**src/rtl/fetch_unit_pkg.sv**
```systemverilog
// Shared types and constants for the instruction-fetch front end.
// A fetch bundle is what travels from the I-cache response to decode.
package fetch_unit_pkg;

  localparam logic [31:0] BOOT_PC_DEFAULT = 32'h8000_0000;
  localparam int          FETCH_W         = 64;

  localparam logic [1:0] TAKEN_NONE = 2'b00;
  localparam logic [1:0] TAKEN_LOW  = 2'b01;
  localparam logic [1:0] TAKEN_HIGH = 2'b10;

  typedef struct packed {
    logic [31:0]        pc;
    logic [FETCH_W-1:0] instr;
    logic [1:0]         mask;
    logic [1:0]         taken;
    logic               fault;
  } fetch_bundle_t;

  // An unaligned PC skips the low slot; a low-word taken branch kills the high slot.
  function automatic logic [1:0] slot_mask(input logic [31:0] pc, input logic [1:0] taken);
    return {taken != TAKEN_LOW, ~pc[2]};
  endfunction

endpackage

```
**src/rtl/fetch_fifo.sv**
```systemverilog
// Small bundle FIFO with flush and occupancy count; head entry is read straight
// from the storage registers so the outputs never depend on this cycle's inputs.
module fetch_fifo #(
  parameter int WIDTH = 8,
  parameter int DEPTH = 2
) (
  input  logic                         clk_i,
  input  logic                         rst_i,
  input  logic                         flush_i,
  input  logic                         push_i,
  input  logic [WIDTH-1:0]             data_i,
  input  logic                         pop_i,
  output logic                         valid_o,
  output logic [WIDTH-1:0]             data_o,
  output logic [$clog2(DEPTH+1)-1:0]   count_o
);

  localparam int PTR_W = (DEPTH > 1) ? $clog2(DEPTH) : 1;
  localparam int CNT_W = $clog2(DEPTH+1);

  logic [WIDTH-1:0] mem_q [DEPTH];
  logic [PTR_W-1:0] wr_ptr_q, rd_ptr_q;
  logic [CNT_W-1:0] count_q;
  logic             full, do_push, do_pop;

  function automatic logic [PTR_W-1:0] ptr_inc(input logic [PTR_W-1:0] p);
    return (p == PTR_W'(DEPTH-1)) ? '0 : p + 1'b1;
  endfunction

  assign full    = (count_q == CNT_W'(DEPTH));
  assign do_pop  = pop_i && (count_q != '0) && !flush_i;
  assign do_push = push_i && (!full || do_pop) && !flush_i;

  always_ff @(posedge clk_i or posedge rst_i) begin
    if (rst_i) begin
      wr_ptr_q <= '0;
      rd_ptr_q <= '0;
      count_q  <= '0;
    end else if (flush_i) begin
      wr_ptr_q <= '0;
      rd_ptr_q <= '0;
      count_q  <= '0;
    end else begin
      if (do_push) wr_ptr_q <= ptr_inc(wr_ptr_q);
      if (do_pop)  rd_ptr_q <= ptr_inc(rd_ptr_q);
      case ({do_push, do_pop})
        2'b10:   count_q <= count_q + 1'b1;
        2'b01:   count_q <= count_q - 1'b1;
        default: count_q <= count_q;
      endcase
    end
  end

  always_ff @(posedge clk_i) begin
    if (do_push) mem_q[wr_ptr_q] <= data_i;
  end

  assign valid_o = (count_q != '0);
  assign data_o  = mem_q[rd_ptr_q];
  assign count_o = count_q;

endmodule

```
**src/rtl/fetch_unit.sv**
```systemverilog
// Fetch front end: owns the fetch PC, issues one I-cache request at a time when
// the bundle FIFO has room, and drops responses made stale by a redirect.
module fetch_unit
  import fetch_unit_pkg::*;
#(
  parameter logic [31:0] BOOT_PC    = BOOT_PC_DEFAULT,
  parameter int          FIFO_DEPTH = 2
) (
  input  logic               clk_i,
  input  logic               rst_i,
  input  logic               branch_request_i,
  input  logic [31:0]        branch_pc_i,
  input  logic [31:0]        bpu_next_pc_i,
  input  logic [1:0]         bpu_next_taken_i,
  output logic [31:0]        pc_f_o,
  output logic               pc_accept_o,
  output logic               icache_rd_o,
  output logic [31:0]        icache_pc_o,
  input  logic               icache_accept_i,
  input  logic               icache_valid_i,
  input  logic [FETCH_W-1:0] icache_inst_i,
  input  logic               icache_error_i,
  output logic               fetch_valid_o,
  output logic [31:0]        fetch_pc_o,
  output logic [FETCH_W-1:0] fetch_instr_o,
  output logic [1:0]         fetch_mask_o,
  output logic [1:0]         fetch_taken_o,
  output logic               fetch_fault_o,
  input  logic               fetch_accept_i
);

  localparam int CNT_W = $clog2(FIFO_DEPTH+1);

  logic [31:0]   pc_q, pc_d, req_pc_q, req_pc_d;
  logic [1:0]    req_taken_q, req_taken_d;
  logic          busy_q, busy_d, drop_q, drop_d;
  logic [CNT_W-1:0] fifo_count;
  logic          issue_ok, rsp_fire, push, pop, head_valid;
  fetch_bundle_t push_bundle, head_bundle;

  // The outstanding request reserves a FIFO slot, so a response can always be pushed.
  assign issue_ok    = !busy_q && ((int'(fifo_count) + int'(busy_q)) < FIFO_DEPTH) && !branch_request_i;
  assign icache_rd_o = issue_ok && !rst_i;
  assign pc_accept_o = icache_rd_o && icache_accept_i;
  assign rsp_fire    = icache_valid_i && busy_q;
  assign push        = rsp_fire && !drop_q && !branch_request_i;
  assign pop         = head_valid && fetch_accept_i;

  always_comb begin
    pc_d        = pc_q;
    req_pc_d    = req_pc_q;
    req_taken_d = req_taken_q;
    busy_d      = busy_q;
    drop_d      = drop_q;
    if (rsp_fire) begin
      busy_d = 1'b0;
      drop_d = 1'b0;
    end
    if (pc_accept_o) begin
      pc_d        = bpu_next_pc_i;
      req_pc_d    = pc_q;
      req_taken_d = bpu_next_taken_i;
      busy_d      = 1'b1;
    end
    if (branch_request_i) begin
      pc_d = branch_pc_i;
      if (busy_q && !icache_valid_i) drop_d = 1'b1;
    end
  end

  always_ff @(posedge clk_i or posedge rst_i) begin
    if (rst_i) begin
      pc_q        <= BOOT_PC;
      req_pc_q    <= '0;
      req_taken_q <= TAKEN_NONE;
      busy_q      <= 1'b0;
      drop_q      <= 1'b0;
    end else begin
      pc_q        <= pc_d;
      req_pc_q    <= req_pc_d;
      req_taken_q <= req_taken_d;
      busy_q      <= busy_d;
      drop_q      <= drop_d;
    end
  end

  always_comb begin
    push_bundle.pc    = req_pc_q;
    push_bundle.instr = icache_inst_i;
    push_bundle.mask  = slot_mask(req_pc_q, req_taken_q);
    push_bundle.taken = req_taken_q;
    push_bundle.fault = icache_error_i;
  end

  fetch_fifo #(
    .WIDTH ($bits(fetch_bundle_t)),
    .DEPTH (FIFO_DEPTH)
  ) u_fifo (
    .clk_i   (clk_i),
    .rst_i   (rst_i),
    .flush_i (branch_request_i),
    .push_i  (push),
    .data_i  (push_bundle),
    .pop_i   (pop),
    .valid_o (head_valid),
    .data_o  (head_bundle),
    .count_o (fifo_count)
  );

  assign pc_f_o        = pc_q;
  assign icache_pc_o   = {pc_q[31:3], 3'b000};
  assign fetch_valid_o = head_valid;
  assign fetch_pc_o    = head_bundle.pc;
  assign fetch_instr_o = head_bundle.instr;
  assign fetch_mask_o  = head_bundle.mask;
  assign fetch_taken_o = head_bundle.taken;
  assign fetch_fault_o = head_bundle.fault;

endmodule
```
**config.mk**
```make
export PLATFORM = sky130hd
export DESIGN_NAME = fetch_unit
export DESIGN_NICKNAME = d
export VERILOG_FILES = /design/src/rtl/fetch_unit_pkg.sv /design/src/rtl/fetch_fifo.sv /design/src/rtl/fetch_unit.sv
export SDC_FILE = /design/constraint.sdc
export NUM_CORES = 1
export LEC_CHECK = 0
export ABC_AREA = 1
export BUFFER_PORTS_ARGS = -buffer_cell sky130_fd_sc_hd__buf_2
export CAP_MARGIN = 20
export CORE_ASPECT_RATIO = 1.1
export CORE_MARGIN = 4
export CORE_UTILIZATION = 56
export CTS_BUF_LIST = sky130_fd_sc_hd__clkbuf_4 sky130_fd_sc_hd__clkbuf_8 sky130_fd_sc_hd__clkbuf_16
export DETAILED_ROUTE_END_ITERATION = 10
export PLACE_DENSITY = 0.95
export SYNTH_ARGS = -nofsm -noshare
export SYNTH_HDL_FRONTEND = slang
export SYNTH_SLANG_ARGS = --single-unit
```
**constraint.sdc**
```tcl
create_clock -name clk_i -period 11 [get_ports clk_i]
set_clock_uncertainty 0.15 [all_clocks]
set_input_delay 1.1 -clock clk_i [delete_from_list [all_inputs] [get_ports clk_i]]
set_output_delay 1.1 -clock clk_i [all_outputs]
set_load 0.02 [all_outputs]
```
==> results.py <==
metrics = {
    "grt": {
        "antenna_found_initial": 0,
        "met1_usage_pct": 26.5,
        "grt_overflow_total": 0,
        "grt_max_degree": 102,
        "grt_util_met2_pct": 36.7,
        "grt_use_total_pct": 21.2,
        "grt_pass1_wl_mm": 36.8,
        "grt_util_met3_pct": 3.64,
        "grt-busiest-layer": "met2",
        "grt_pass1_vias": 7355,
    },
    "placed_design": {
        "port-buffer-count": 301,
        "pre_cts_ws_ns": 6.22,
        "place_area_um2": 12200,
        "gp_congestion": 0.796,
        "dp_hpwl_mm": 15.6,
    },
    "clock_network": {
        "cts_tree": "yes",
        "cts_setup_buffers": 0,
        "clkSinkCount": 274,
        "clock_path_buffers": 3,
        "hold_buffers": 0,
        "cts_resized": 0,
        "h-tree-depth": 1,
        "cts-root-buf": "clkbuf_16",
        "numCtsBuffers": 26,
        "clkSlewWorstSetupHoldPaths_ns": 0.06,
        "clkLatencyLatePin_ns": 0.51,
    },
    "sta": {
        "max_freq_mhz": 208,
        "worst_slack_ns": 6.19,
        "worst_pin_slew_ns": 1.10,
        "max_slew_margin_pct": 26.4,
        "setup_violations": 0,
        "period_needed_ns": 4.81,
        "final.setup.tns_ns": 0,
        "finalCritPeriodShare_pct": 43.7,
        "hold_violations": 0,
        "finalMaxSlewViolations": 0,
        "rsz0062_at_grt": "false",
    },
    "routing": {
        "vias_per_cell": 5.10,
        "drc": 0,
        "firstDrtPassIters": 5,
        "vias": 7403,
        "drt_iter0_drc": 512,
        "wl_mm": 23.8,
        "routedWlPerCell_um": 16.4,
        "ant_nets": 0,
    },
    "layout": {
        "final_area_um2": 13000,
        "final_nets": 1322,
        "layout_common_cells": "nand2_1 (441), buf_2 (301), edfxtp_1 (202), dfrtp_1 (70), nand3_1 (33)",
        "fin_util_pct": 68.6,
        "final_common_cell": "nand2_1",
        "areaGrowthSynthToFinish_pct": 20.6,
        "nFillCells": 1313,
        "n_antenna_cell": 0,
        "drive_gt1_share_pct": 32.2,
    },
    "pwr": {
        "power_mw": 2.77,
        "pwr_density_cell_nw_per_um2": 213,
        "power_leakage_nw": 5.96,
        "ir_worst_vdd_uv": 138,
    },
    "floorplan": {
        "die_h_um": 154,
        "start_util_pct": 56.8,
        "die-area_um2": 21600,
        "io_pins": 305,
        "core_area_um2": 19000,
        "row_count": 53,
        "die_w_um": 141,
    },
    "critical_path": {
        "arrival_ns": 3.56,
        "r2r-start": "busy_q",
        "crit_top_cell": "buf_2",
        "cp-startpoint": "branch_request_i",
        "worstSetupPathType": "input pin to primary output",
        "end_kind": "primary output",
        "r2r_setup_slack_ns": 8.14,
        "cp_slowest_cell": "clkinv_2",
        "reg2reg_depth": 6,
        "crit_path_start_kind": "input pin",
        "crit_chain": "buf_2, nor2_1, nand2_1, inv_2, nand2_4, clkinv_2, buf_2",
        "crit_path_max_incr_delay_ns": 0.81,
        "endpoint": "pc_accept_o",
        "timing.rr.end": "u_fifo.mem_q[1][70]",
        "worst_ep_required_time_ns": 9.75,
        "worstPathMaxFanout": 56,
    },
    "logic_synthesis": {
        "syn_area_um2": 10800,
        "syn_inst": 921,
        "synth_cell_type_count": 26,
        "seq_area_frac_synth_pct": 72.8,
        "ys_seq_elements": 274,
        "synth_area_per_cell_um2": 11.7,
        "yosysWarningCount": 0,
    },
    "status": {
        "status": "finished, final reports clean",
    },
    "flow_run": {
        "cap_violations": 0,
    },
    "hold_path": {
        "hp-class": "flip-flop to flip-flop",
    },
}
==> state kept, by name (all words and copies together) (netlist names), named ones only <==
register,count
busy_q,1
req_taken_q,2
u_fifo.mem_q,202
u_fifo.rd_ptr_q,1
req_pc_q,32
pc_f_o,32
u_fifo.count_o,2
u_fifo.wr_ptr_q,1
==> how the worst min path moves through the flow <==
stage	startpoint	to	slack [ns]	cells past startpoint
after floorplan	req_taken_q[1]	u_fifo.mem_q[0][2]	0.29	0
after global placement	req_pc_q[21]	u_fifo.mem_q[1][90]	0.30	0
after detailed placement	req_pc_q[2]	u_fifo.mem_q[0][71]	0.30	0
after CTS	req_pc_q[2]	u_fifo.mem_q[0][71]	0.32	0
after global routing	req_pc_q[2]	u_fifo.mem_q[0][71]	0.33	0
final	req_pc_q[2]	u_fifo.mem_q[0][71]	0.32	0
==> metrics by stage <==
step / hold slack (ns) / cells
after floorplan: 0.292 / 923
after global placement: 0.301 / 1404
after detailed placement: 0.305 / 1404
after CTS: 0.315 / 1451
after global routing: 0.335 / 1451
final: 0.323 / 1451
==> cells in the mapped netlist, drive strengths merged <==
cell | instances | share of area [%]
nand3 | 59 | 3.9
clkbuf | 21 | 0.73
o211ai | 13 | 0.90
nand2 | 443 | 15
a21oi | 1 | 0.046
o21ai | 18 | 0.83
clkinv | 1 | 0.046
buf | 54 | 3.9
inv | 29 | 1.0
o21bai | 1 | 0.069
xor2 | 1 | 0.081
dfstp | 1 | 0.24
edfxtp | 202 | 56
nor2 | 5 | 0.17
dfrtp | 71 | 16
conb | 1 | 0.035
==> report_power, final <==
| group | leakage (nW) | internal [mW] | switching, mW |
|---|---|---|---|
| combinational | 2.83 | 0.179 | 0.418 |
| sequential | 2.72 | 1.24 | 0.0778 |
| clock | 0.406 | 0.497 | 0.361 |
==> logic make-up (layout without fill, tap and decap cells) <==
logic type	Yosys count	after routing	synth area share [%]
and+or+nand+nor	507	507	19.6
DFF	274	274	72.8
buffers and inverters	105	386	5.70
AOI/OAI and AO/OA	33	33	1.85
other	1	3	0.0347
xor gates and xnor gates	1	1	0.0810
==> critical path: cells and delay by family <==
family                 cells  cell delay [ns]
buffers and inverters      4             1.80
and+or+nand+nor            3             0.59
==> metal layers <==
metal | vias to the layer above | wire [µm]
li1 | 3536 | -
met1 | 3450 | 9120
met2 | 345 | 11900
met3 | 72 | 1850
met4 | 0 | 888
met5 | - | 0
==> area by class of cell <==
cell class | count | area (µm²) | share of cell area [%]
Tap cell | 247 | 309 | 2.37
Clock inverter | 18 | 141 | 1.08
Multi-Input combinational cell | 544 | 2350 | 18.0
Clock buffer | 29 | 691 | 5.29
Inverter | 30 | 115 | 0.882
Sequential cell | 274 | 7870 | 60.3
Timing Repair Buffer | 309 | 1570 | 12.0
No activity file was read; power rests on OpenSTA's default activity.
